**config.mk**
```make
export PLATFORM = sky130hd
export DESIGN_NAME = reg_file_2r1w
export DESIGN_NICKNAME = d
export VERILOG_FILES = /design/src/rtl/reg_file_pkg.sv /design/src/rtl/reg_file_clr_ctrl.sv /design/src/rtl/reg_file_2r1w.sv
export SDC_FILE = /design/constraint.sdc
export NUM_CORES = 1
export LEC_CHECK = 0
export CAP_MARGIN = 20
export CORE_ASPECT_RATIO = 0.6
export CORE_MARGIN = 4
export CORE_UTILIZATION = 60
export CTS_BUF_LIST = sky130_fd_sc_hd__clkbuf_8
export DETAILED_ROUTE_END_ITERATION = 7
export GPL_ROUTABILITY_DRIVEN = 0
export GPL_TIMING_DRIVEN = 0
export PLACE_DENSITY = 0.81
export SETUP_SLACK_MARGIN = 0.05
export SLEW_MARGIN = 0
export SYNTH_ARGS = -nofsm -noshare
export SYNTH_HDL_FRONTEND = slang
export SYNTH_SLANG_ARGS = --single-unit
```
**constraint.sdc**
```tcl
create_clock -name clk -period 4 [get_ports clk]
set_input_delay 1.2 -clock clk [delete_from_list [all_inputs] [get_ports clk]]
set_output_delay 1.2 -clock clk [all_outputs]
set_load 0.05 [all_outputs]
```
**src/rtl/reg_file_pkg.sv**
```systemverilog
// Shared types and helpers for the 2-read/1-write register file:
// clear-engine state encoding and the byte-enable merge used by the write path and bypass.
package reg_file_pkg;

    typedef enum logic [0:0] {
        ST_IDLE  = 1'b0,
        ST_CLEAR = 1'b1
    } clr_state_e;

    // Widest word the merge helper handles; callers zero-extend and truncate.
    localparam int unsigned MERGE_MAX_W  = 256;
    localparam int unsigned MERGE_MAX_BE = MERGE_MAX_W / 8;

    function automatic logic [MERGE_MAX_W-1:0] byte_merge(
        input logic [MERGE_MAX_W-1:0]  old_word,
        input logic [MERGE_MAX_W-1:0]  new_word,
        input logic [MERGE_MAX_BE-1:0] be
    );
        logic [MERGE_MAX_W-1:0] res;
        res = old_word;
        for (int i = 0; i < int'(MERGE_MAX_BE); i++) begin
            res[8*i +: 8] = be[i] ? new_word[8*i +: 8] : old_word[8*i +: 8];
        end
        return res;
    endfunction

endpackage

```
**src/rtl/reg_file_clr_ctrl.sv**
```systemverilog
// Bulk-clear sequencer: walks every address once after a clr pulse,
// presenting one clear strobe/address per cycle and holding busy while it runs.
module reg_file_clr_ctrl
    import reg_file_pkg::*;
#(
    parameter int unsigned AWIDTH = 2
) (
    input  logic              clk,
    input  logic              rst_n,
    input  logic              clr_i,
    output logic              busy_o,
    output logic              clr_stb_o,
    output logic [AWIDTH-1:0] clr_addr_o
);

    localparam logic [AWIDTH-1:0] CNT_LAST = {AWIDTH{1'b1}};

    clr_state_e        state_q, state_d;
    logic [AWIDTH-1:0] cnt_q, cnt_d;
    logic              busy_q, busy_d;

    // State, counter and busy registers.
    always_ff @(posedge clk or negedge rst_n) begin
        if (!rst_n) begin
            state_q <= ST_IDLE;
            cnt_q   <= {AWIDTH{1'b0}};
            busy_q  <= 1'b0;
        end else begin
            state_q <= state_d;
            cnt_q   <= cnt_d;
            busy_q  <= busy_d;
        end
    end

    // Next-state logic; clr is ignored once the sweep has started.
    always_comb begin
        state_d = state_q;
        cnt_d   = cnt_q;
        busy_d  = busy_q;
        case (state_q)
            ST_IDLE: begin
                if (clr_i) begin
                    state_d = ST_CLEAR;
                    cnt_d   = {AWIDTH{1'b0}};
                    busy_d  = 1'b1;
                end else begin
                    state_d = ST_IDLE;
                end
            end
            ST_CLEAR: begin
                cnt_d = cnt_q + AWIDTH'(1);
                if (cnt_q == CNT_LAST) begin
                    state_d = ST_IDLE;
                    busy_d  = 1'b0;
                end else begin
                    state_d = ST_CLEAR;
                end
            end
            default: begin
                state_d = ST_IDLE;
                cnt_d   = {AWIDTH{1'b0}};
                busy_d  = 1'b0;
            end
        endcase
    end

    assign busy_o     = busy_q;
    assign clr_stb_o  = (state_q == ST_CLEAR);
    assign clr_addr_o = cnt_q;

endmodule

```
**src/rtl/reg_file_2r1w.sv**
```systemverilog
// Flop-based register file: one byte-enabled write port, two registered read ports
// with write/clear bypass, and a sequenced bulk clear.
module reg_file_2r1w
    import reg_file_pkg::*;
#(
    parameter int unsigned DWIDTH = 8,
    parameter int unsigned AWIDTH = 2
) (
    input  logic                clk,
    input  logic                rst_n,
    input  logic                wren,
    input  logic [AWIDTH-1:0]   waddr,
    input  logic [DWIDTH-1:0]   wdata,
    input  logic [DWIDTH/8-1:0] wbe,
    input  logic                rden_a,
    input  logic                rden_b,
    input  logic [AWIDTH-1:0]   raddr_a,
    input  logic [AWIDTH-1:0]   raddr_b,
    output logic [DWIDTH-1:0]   rdata_a,
    output logic [DWIDTH-1:0]   rdata_b,
    output logic                rvalid_a,
    output logic                rvalid_b,
    input  logic                clr,
    output logic                busy
);

    localparam int unsigned DEPTH = 2 ** AWIDTH;

    logic [DWIDTH-1:0] mem_q [DEPTH];
    logic [DWIDTH-1:0] mem_d [DEPTH];
    logic [DWIDTH-1:0] rdata_a_q, rdata_a_d;
    logic [DWIDTH-1:0] rdata_b_q, rdata_b_d;
    logic              rvalid_a_q, rvalid_b_q;

    logic              busy_s;
    logic              clr_stb_s;
    logic [AWIDTH-1:0] clr_addr_s;
    logic              wr_en_s;
    logic [DWIDTH-1:0] merged_s;

    reg_file_clr_ctrl #(
        .AWIDTH (AWIDTH)
    ) u_clr_ctrl (
        .clk        (clk),
        .rst_n      (rst_n),
        .clr_i      (clr),
        .busy_o     (busy_s),
        .clr_stb_o  (clr_stb_s),
        .clr_addr_o (clr_addr_s)
    );

    // A clr pulse in IDLE takes priority over a same-cycle write.
    assign wr_en_s  = wren & ~busy_s & ~clr;
    assign merged_s = DWIDTH'(byte_merge(MERGE_MAX_W'(mem_q[waddr]),
                                         MERGE_MAX_W'(wdata),
                                         MERGE_MAX_BE'(wbe)));

    // Next storage image; reads sample it, which provides write and clear bypass.
    always_comb begin
        mem_d = mem_q;
        if (clr_stb_s) begin
            mem_d[clr_addr_s] = {DWIDTH{1'b0}};
        end else if (wr_en_s) begin
            mem_d[waddr] = merged_s;
        end else begin
            mem_d = mem_q;
        end
    end

    // Read-data next values; data holds when the port is not requested.
    always_comb begin
        rdata_a_d = rden_a ? mem_d[raddr_a] : rdata_a_q;
        rdata_b_d = rden_b ? mem_d[raddr_b] : rdata_b_q;
    end

    // Storage array.
    always_ff @(posedge clk or negedge rst_n) begin
        if (!rst_n) begin
            for (int i = 0; i < int'(DEPTH); i++) begin
                mem_q[i] <= {DWIDTH{1'b0}};
            end
        end else begin
            mem_q <= mem_d;
        end
    end

    // Registered read ports.
    always_ff @(posedge clk or negedge rst_n) begin
        if (!rst_n) begin
            rdata_a_q  <= {DWIDTH{1'b0}};
            rdata_b_q  <= {DWIDTH{1'b0}};
            rvalid_a_q <= 1'b0;
            rvalid_b_q <= 1'b0;
        end else begin
            rdata_a_q  <= rdata_a_d;
            rdata_b_q  <= rdata_b_d;
            rvalid_a_q <= rden_a;
            rvalid_b_q <= rden_b;
        end
    end

    assign rdata_a  = rdata_a_q;
    assign rdata_b  = rdata_b_q;
    assign rvalid_a = rvalid_a_q;
    assign rvalid_b = rvalid_b_q;
    assign busy     = busy_s;

endmodule

```
* Word level (Yosys, flattened, before mapping)
Cells that the tools add are included.
** Cells by class
- Muxes and demuxes :: 25
- Equal/unequal tests :: 3
- Order comparisons :: 6
- Reductions and logical operators :: 3
- Add/sub/neg operators :: 1
- Bitwise gates (word level) :: 11
** Operators by type and width (count)
- $mux W8 :: 9
- $mux W32 :: 2
- $bmux W8 S2 :: 3
- $and A32 B32 Y32 :: 1
- $bwmux W32 :: 1
- $demux W8 S2 :: 2
- $not A32 Y32 :: 1
- $ge A3 B3 Y1 const B :: 4
- $not A2 Y3 :: 4
- $lt A3 B1 Y1 const B :: 2
- $mux W1 :: 4
- $ne A2 B2 Y1 const B :: 2
- $pmux W1 S2 :: 2
- $pmux W2 S2 :: 1
- $not A1 Y1 :: 3
- $add A2 B1 Y2 const B :: 1
- $and A1 B1 Y1 :: 2
- $eq A2 B2 Y1 const B :: 1
- $logic_and A1 B1 Y1 :: 2
- $mux W2 :: 1
- $reduce_and A2 Y1 :: 1
** Word-level totals
- Word-level logic and storage cells :: 60
- Input port bits :: 21
- Register bits :: 54
- Output and inout bits :: 19

* Longest topological paths before layout
- Depth in word-level cells :: 11
- Mapped depth :: 8
- Gate-level depth less buffers :: 7

* Modules after synthesis
Synthesis repeated with hierarchy kept, for this count alone.
** Second synthesis, totals
- Cells, all modules :: 317
- Area total of the unflattened synthesis :: 3084.2 um^2
** By module, submodules not included
- reg_file_2r1w :: cells an instance 304, area each 2909.0 um^2, times used 1, seq. area each 1251.2 um^2
- reg_file_clr_ctrl :: cells an instance 13, area each 175.2 um^2, times used 1, seq. area each 100.1 um^2

* Worst setup path after synthesis
OpenSTA, ideal clock, no wires.
- Kind :: input to register
- Start :: input waddr[1]
- End :: register rdata_b_q[6] (netlist: rdata_b[6])
- Setup slack :: 983 ps
- Stages on the path :: 6
- Library setup time :: 126 ps
- Arrival time :: 2891 ps
- Data required time :: 3874 ps
- Path buffers :: 1
- Cell sequence :: clkbuf_1 mux2_2 o21ai_0 o21ai_1 mux2_4 a221o_1
** RTL lines
- from (decl) :: line reg_file_2r1w.sv:12 : input logic [AWIDTH-1:0] waddr,
- to (signal assigned) :: line reg_file_2r1w.sv:91 : rdata_b_q <= {DWIDTH{1'b0}};
- to (signal assigned) :: line reg_file_2r1w.sv:96 : rdata_b_q <= rdata_b_d;
- to (decl) :: line reg_file_2r1w.sv:32 : logic [DWIDTH-1:0] rdata_b_q, rdata_b_d;

* Worst setup path after layout
- Start :: input waddr[0]
- End :: register rdata_a_q[4] (netlist: rdata_a[4])
** Between the ends
- Longest elaborated chain between the ends :: 11
** RTL lines
- $not A2 Y3 (implied by the code) * :: line reg_file_2r1w.sv:54, reg_file_2r1w.sv:64
- $ge A3 B3 Y1 (implied by the code) (tied with other cells) :: line reg_file_2r1w.sv:64 : mem_d[waddr] = merged_s;
- $logic_and A1 B1 Y1 (implied by the code) / $mux W8 (equally long branches) :: line reg_file_2r1w.sv:64, reg_file_2r1w.sv:54
- $mux W8, on equally long branches :: line reg_file_2r1w.sv:64, reg_file_2r1w.sv:54
- $demux W8 S2 / $mux W8 (equally long branches) :: line reg_file_2r1w.sv:64, reg_file_pkg.sv:22
- $bwmux W32 * :: line reg_file_2r1w.sv:64
- $mux W32 * :: line reg_file_2r1w.sv:63 : end else if (wr_en_s) begin
- $mux W32 * :: line reg_file_2r1w.sv:61 : if (clr_stb_s) begin
- $bmux W8 S2 * :: line reg_file_2r1w.sv:72 : rdata_a_d = rden_a ? mem_d[raddr_a] : rdata_a_q;
- $mux W8 (implied by the code) * (2 in a row) :: line reg_file_2r1w.sv:72
- to (signal assigned) :: line reg_file_2r1w.sv:90 : rdata_a_q <= {DWIDTH{1'b0}};
- to (signal assigned) :: line reg_file_2r1w.sv:95 : rdata_a_q <= rdata_a_d;
- to (decl) :: line reg_file_2r1w.sv:31 : logic [DWIDTH-1:0] rdata_a_q, rdata_a_d;
Mark *: on every way between the ends. The rest lies on a longest branch, timed or not. The select of a mux whose other input is x is not followed.
A chain may end at the register's enable or synchronous reset.

==> flow_metrics.env <==
export IMPL_status="completed"
export IMPL_setup_viol=0
export IMPL_cts_repair_resized=0
export IMPL_worstSetupStartpoint="waddr[0]"
export IMPL_critPathRequiredTime_ns=4.21
export IMPL_grt_max_degree=31
export IMPL_synth_area_leaders="sky130_fd_sc_hd__dfrtp_1 (40%), sky130_fd_sc_hd__o211ai_1 (4.2%), sky130_fd_sc_hd__nand2_1 (4.1%)"
export IMPL_floorplan_core_area_um2=5260
export IMPL_use_met1_pct=48.0
export IMPL_final_cell_count_no_fill=480
export IMPL_mappedNetlistNets=395
export IMPL_gr_total_overflow=0
export IMPL_die_height_um=66.1
export IMPL_synth_sequential_area_ratio_pct=40.0
export IMPL_detail_placement_hpwl_mm=7.68
export IMPL_netlist_top_cell_by_area="sky130_fd_sc_hd__dfrtp_1"
export IMPL_clock_path_buffers=2
export IMPL_critPathMaxFanout=10
export IMPL_worst_slew_pin_transition_ns=0.802
export IMPL_worst_ir_drop_on_vdd_v=0.000367
export IMPL_drt_wl_total_mm=10.4
export IMPL_synthDominantCellAreaShare_pct=40.0
export IMPL_worst_slew_margin_rel_pct=46.1
export IMPL_ios=40
export IMPL_nFillCells=382
export IMPL_htree_levels=2
export IMPL_grt_pass1_wl_mm=16.9
export IMPL_antennaDiodeCount=0
export IMPL_clock_tree_root_cell="sky130_fd_sc_hd__clkbuf_8"
export IMPL_drtAntennaViolNets=0
export IMPL_first_global_vias=3190
export IMPL_hold_buffers=0
export IMPL_netSwitchingPower_mw=1.01
export IMPL_cts_buf_count=5
export IMPL_endpoint_kind="flop"
export IMPL_areaGrowthSynthToFinish_pct=16.7
export IMPL_number_of_distinct_library_cell_variants_in_the_gate_level_netlist_after_synthesis=47
export IMPL_synthArstFlopShare_pct=100
export IMPL_dr_pass1_iters=5
export IMPL_setup_slack_ns=0.256
export IMPL_setup_worst_path_start_class="primary input"
export IMPL_finalClockSkew_ns=0.00677
export IMPL_crit_arrival_ns=3.95
export IMPL_worst_hold_path_type="reg2reg"
export IMPL_post_route_drc_count=0
export IMPL_tns_ns=0
export IMPL_netlist_area_um2=3380
export IMPL_cell_internal_pwr_mw=1.22
export IMPL_achievable_frequency_ghz=0.267
export IMPL_nets=438
export IMPL_static_leakage_power_nw=1.78
export IMPL_grt_use_met3_pct=9.85
export IMPL_power_density_nw_per_um2=568
export IMPL_dpl_worst_slack_ns=0.0820
export IMPL_placed_cells=472
export IMPL_rows=20
export IMPL_hp_start="rdata_a[3]$_DFFE_PN0P_"
export IMPL_final_seq_area_um2=1350
export IMPL_port_buffers=35
export IMPL_drive_above_1_share_pct=6.04
export IMPL_ys_warnings_count=0
export IMPL_clockPowerShare_pct=17.3
export IMPL_tritoncts="built"
export IMPL_postCtsSetupBuffers=0
export IMPL_detailedRoute_firstIterationViolations=362
export IMPL_syn_instance_count=370
export IMPL_route_detailed_vias_per_inst=6.93
export IMPL_number_of_enable_flip_flop_cells_after_synthesis=0
export IMPL_power_share_switching_pct=45.3
export IMPL_gr_usage_all_layers_pct=31.3
export IMPL_synth_avg_cell_area_um2=9.13
export IMPL_num_vias=3328
export IMPL_number_of_antenna_violations_at_the_first_check_in_global_routing=0
export IMPL_die_x_um=105
export IMPL_timing_worst_setup_path_type="in2reg"
export IMPL_max_cap_violations=0
export IMPL_power_sequential_fraction_pct=35.3
export IMPL_power_combinational_fraction_pct=47.3
export IMPL_global_route_usage_met2_pct=42.7
export IMPL_finalHoldWorstSlack_ns=0.503
export IMPL_design_die_area_um2=6930
export IMPL_timing_final_max_slew_violations=0
export IMPL_regToRegStartpoint="u_clr_ctrl.busy_o$_DFFE_PN0P_"
export IMPL_synth_ff_type="sky130_fd_sc_hd__dfrtp_1"
export IMPL_worst_setup_hold_path_clk_slew_ns=0.11
export IMPL_wl_per_cell_um=21.8
export IMPL_gr_max_usage_layer="met1"
export IMPL_multi_input_comb_area_um2=1810
export IMPL_hold_violations=0
export IMPL_post_route_min_period_ns=3.74
export IMPL_start_util_pct=64.3
export IMPL_flip_flop_and_latch_count_after_synthesis=54
export IMPL_rsz0062_at_grt="false"
export IMPL_cts_sink_count=54
export IMPL_clk_insertion_delay_late_ns=0.31
export IMPL_finalCritPeriodShare_pct=93.6
## synth_stat cells, types with 3 or more instances
library cell                instances
sky130_fd_sc_hd__dfrtp_1           54
sky130_fd_sc_hd__nand2_1           37
sky130_fd_sc_hd__inv_1             24
sky130_fd_sc_hd__clkbuf_1          23
sky130_fd_sc_hd__a21oi_1           20
sky130_fd_sc_hd__o211ai_1          19
sky130_fd_sc_hd__o21ai_0           15
sky130_fd_sc_hd__a221oi_1          12
sky130_fd_sc_hd__mux2i_1           12
sky130_fd_sc_hd__o22ai_1           12
sky130_fd_sc_hd__a211o_1           11
sky130_fd_sc_hd__nor3_1            11
sky130_fd_sc_hd__a211oi_1          10
sky130_fd_sc_hd__nor2_1             9
sky130_fd_sc_hd__nor2b_1            9
sky130_fd_sc_hd__o31ai_1            8
sky130_fd_sc_hd__a22o_1             7
sky130_fd_sc_hd__a32oi_1            7
sky130_fd_sc_hd__nand2b_1           6
sky130_fd_sc_hd__a2111oi_0          5
sky130_fd_sc_hd__nand3b_1           5
sky130_fd_sc_hd__o211a_1            5
sky130_fd_sc_hd__o311ai_0           5
sky130_fd_sc_hd__or2_2              5
sky130_fd_sc_hd__ha_1               4
sky130_fd_sc_hd__mux2_2             3
sky130_fd_sc_hd__o2111ai_1          3
sky130_fd_sc_hd__or3_1              3
## cell families (layout without fill, tap and decap cells)
| group | Yosys count | in the layout | synth area share, % |
|---|---|---|---|
| muxes | 16 | 16 | 5.00 |
| DFF | 54 | 54 | 40.0 |
| adders and majority gates | 4 | 4 | 1.48 |
| buffers and inverters | 52 | 96 | 6.30 |
| and+or+nand+nor | 92 | 92 | 13.8 |
| AOI/OAI and AO/OA | 152 | 152 | 33.4 |
## final cells by class
type                       count  area share, %
buffer                        27           3.02
multi-input combinational    264           46.0
sequential                    54           34.3
clock buffer                   5           1.75
inverter                      25           2.38
tap                           66           2.10
timing repair buffer          36           9.27
clock inverter                 3           1.21
## power groups by stage
stage / Clock [mW] / Combinational, mW / Sequential (mW)
2_1_floorplan: 0 / 0.539 / 0.925
3_3_place_gp: 0 / 0.990 / 0.790
3_5_place_dp: 0 / 1.02 / 0.796
4_1_cts: 0.388 / 1.02 / 0.786
5_1_grt: 0.421 / 1.13 / 0.804
6_report: 0.388 / 1.06 / 0.791
## placed cells by master (no fill, tap or decap), types with 12 or more instances in the layout
cell / count
sky130_fd_sc_hd__o21ai_0: 15
sky130_fd_sc_hd__clkdlybuf4s50_1: 34
sky130_fd_sc_hd__o211ai_1: 19
sky130_fd_sc_hd__inv_1: 24
sky130_fd_sc_hd__mux2i_1: 12
sky130_fd_sc_hd__a21oi_1: 20
sky130_fd_sc_hd__dfrtp_1: 54
sky130_fd_sc_hd__a221oi_1: 12
sky130_fd_sc_hd__nand2_1: 37
sky130_fd_sc_hd__clkbuf_1: 23
sky130_fd_sc_hd__o22ai_1: 12
## through the flow
step                      util (%)  cell area [µm²]  total power [mW]
after floorplan                  -             3380              1.46
after global placement        72.5             3810              1.78
after detailed placement      72.8             3820              1.81
after CTS                     75.0             3940              2.20
after global routing          75.0             3940              2.35
final                         75.0             3940              2.24
## registers in the layout, summed over array words and instances, names as in the netlist
name                   count
mem_q                     32
rdata_a                    8
rdata_b                    8
rvalid_a                   1
rvalid_b                   1
u_clr_ctrl.busy_o          1
u_clr_ctrl.clr_addr_o      2
u_clr_ctrl.clr_stb_o       1
## layer usage
layer,routed length [µm],vias up
li1,-,1509
met1,4970,1593
met2,4040,216
met3,1360,10
met4,74,0
met5,0,-
## final timing paths
check / to / depth (start not counted) / slack, ns
max: rdata_a[4]$_DFFE_PN0P_ / 7 / 0.26
min: rdata_a[3]$_DFFE_PN0P_ / 1 / 0.50
max reg2reg: rdata_a[4]$_DFFE_PN0P_ / 6 / 1.29
min reg2reg: rdata_a[3]$_DFFE_PN0P_ / 1 / 0.50
max in group asynchronous: rdata_b[7]$_DFFE_PN0P_ / 2 / 2.54
min in group asynchronous: u_clr_ctrl.clr_addr_o[0]$_DFFE_PN0P_ / 1 / 0.88
## worst max-delay path: stages
cell and delay, ns:
sky130_fd_sc_hd__clkdlybuf4s50_1 0.63, sky130_fd_sc_hd__nor4bb_1 0.35, sky130_fd_sc_hd__clkbuf_1 0.45, sky130_fd_sc_hd__a21oi_1 0.13
sky130_fd_sc_hd__o31ai_1 0.68, sky130_fd_sc_hd__o22ai_1 0.21, sky130_fd_sc_hd__a211o_1 0.30
No activity file was read; power rests on OpenSTA's default activity.
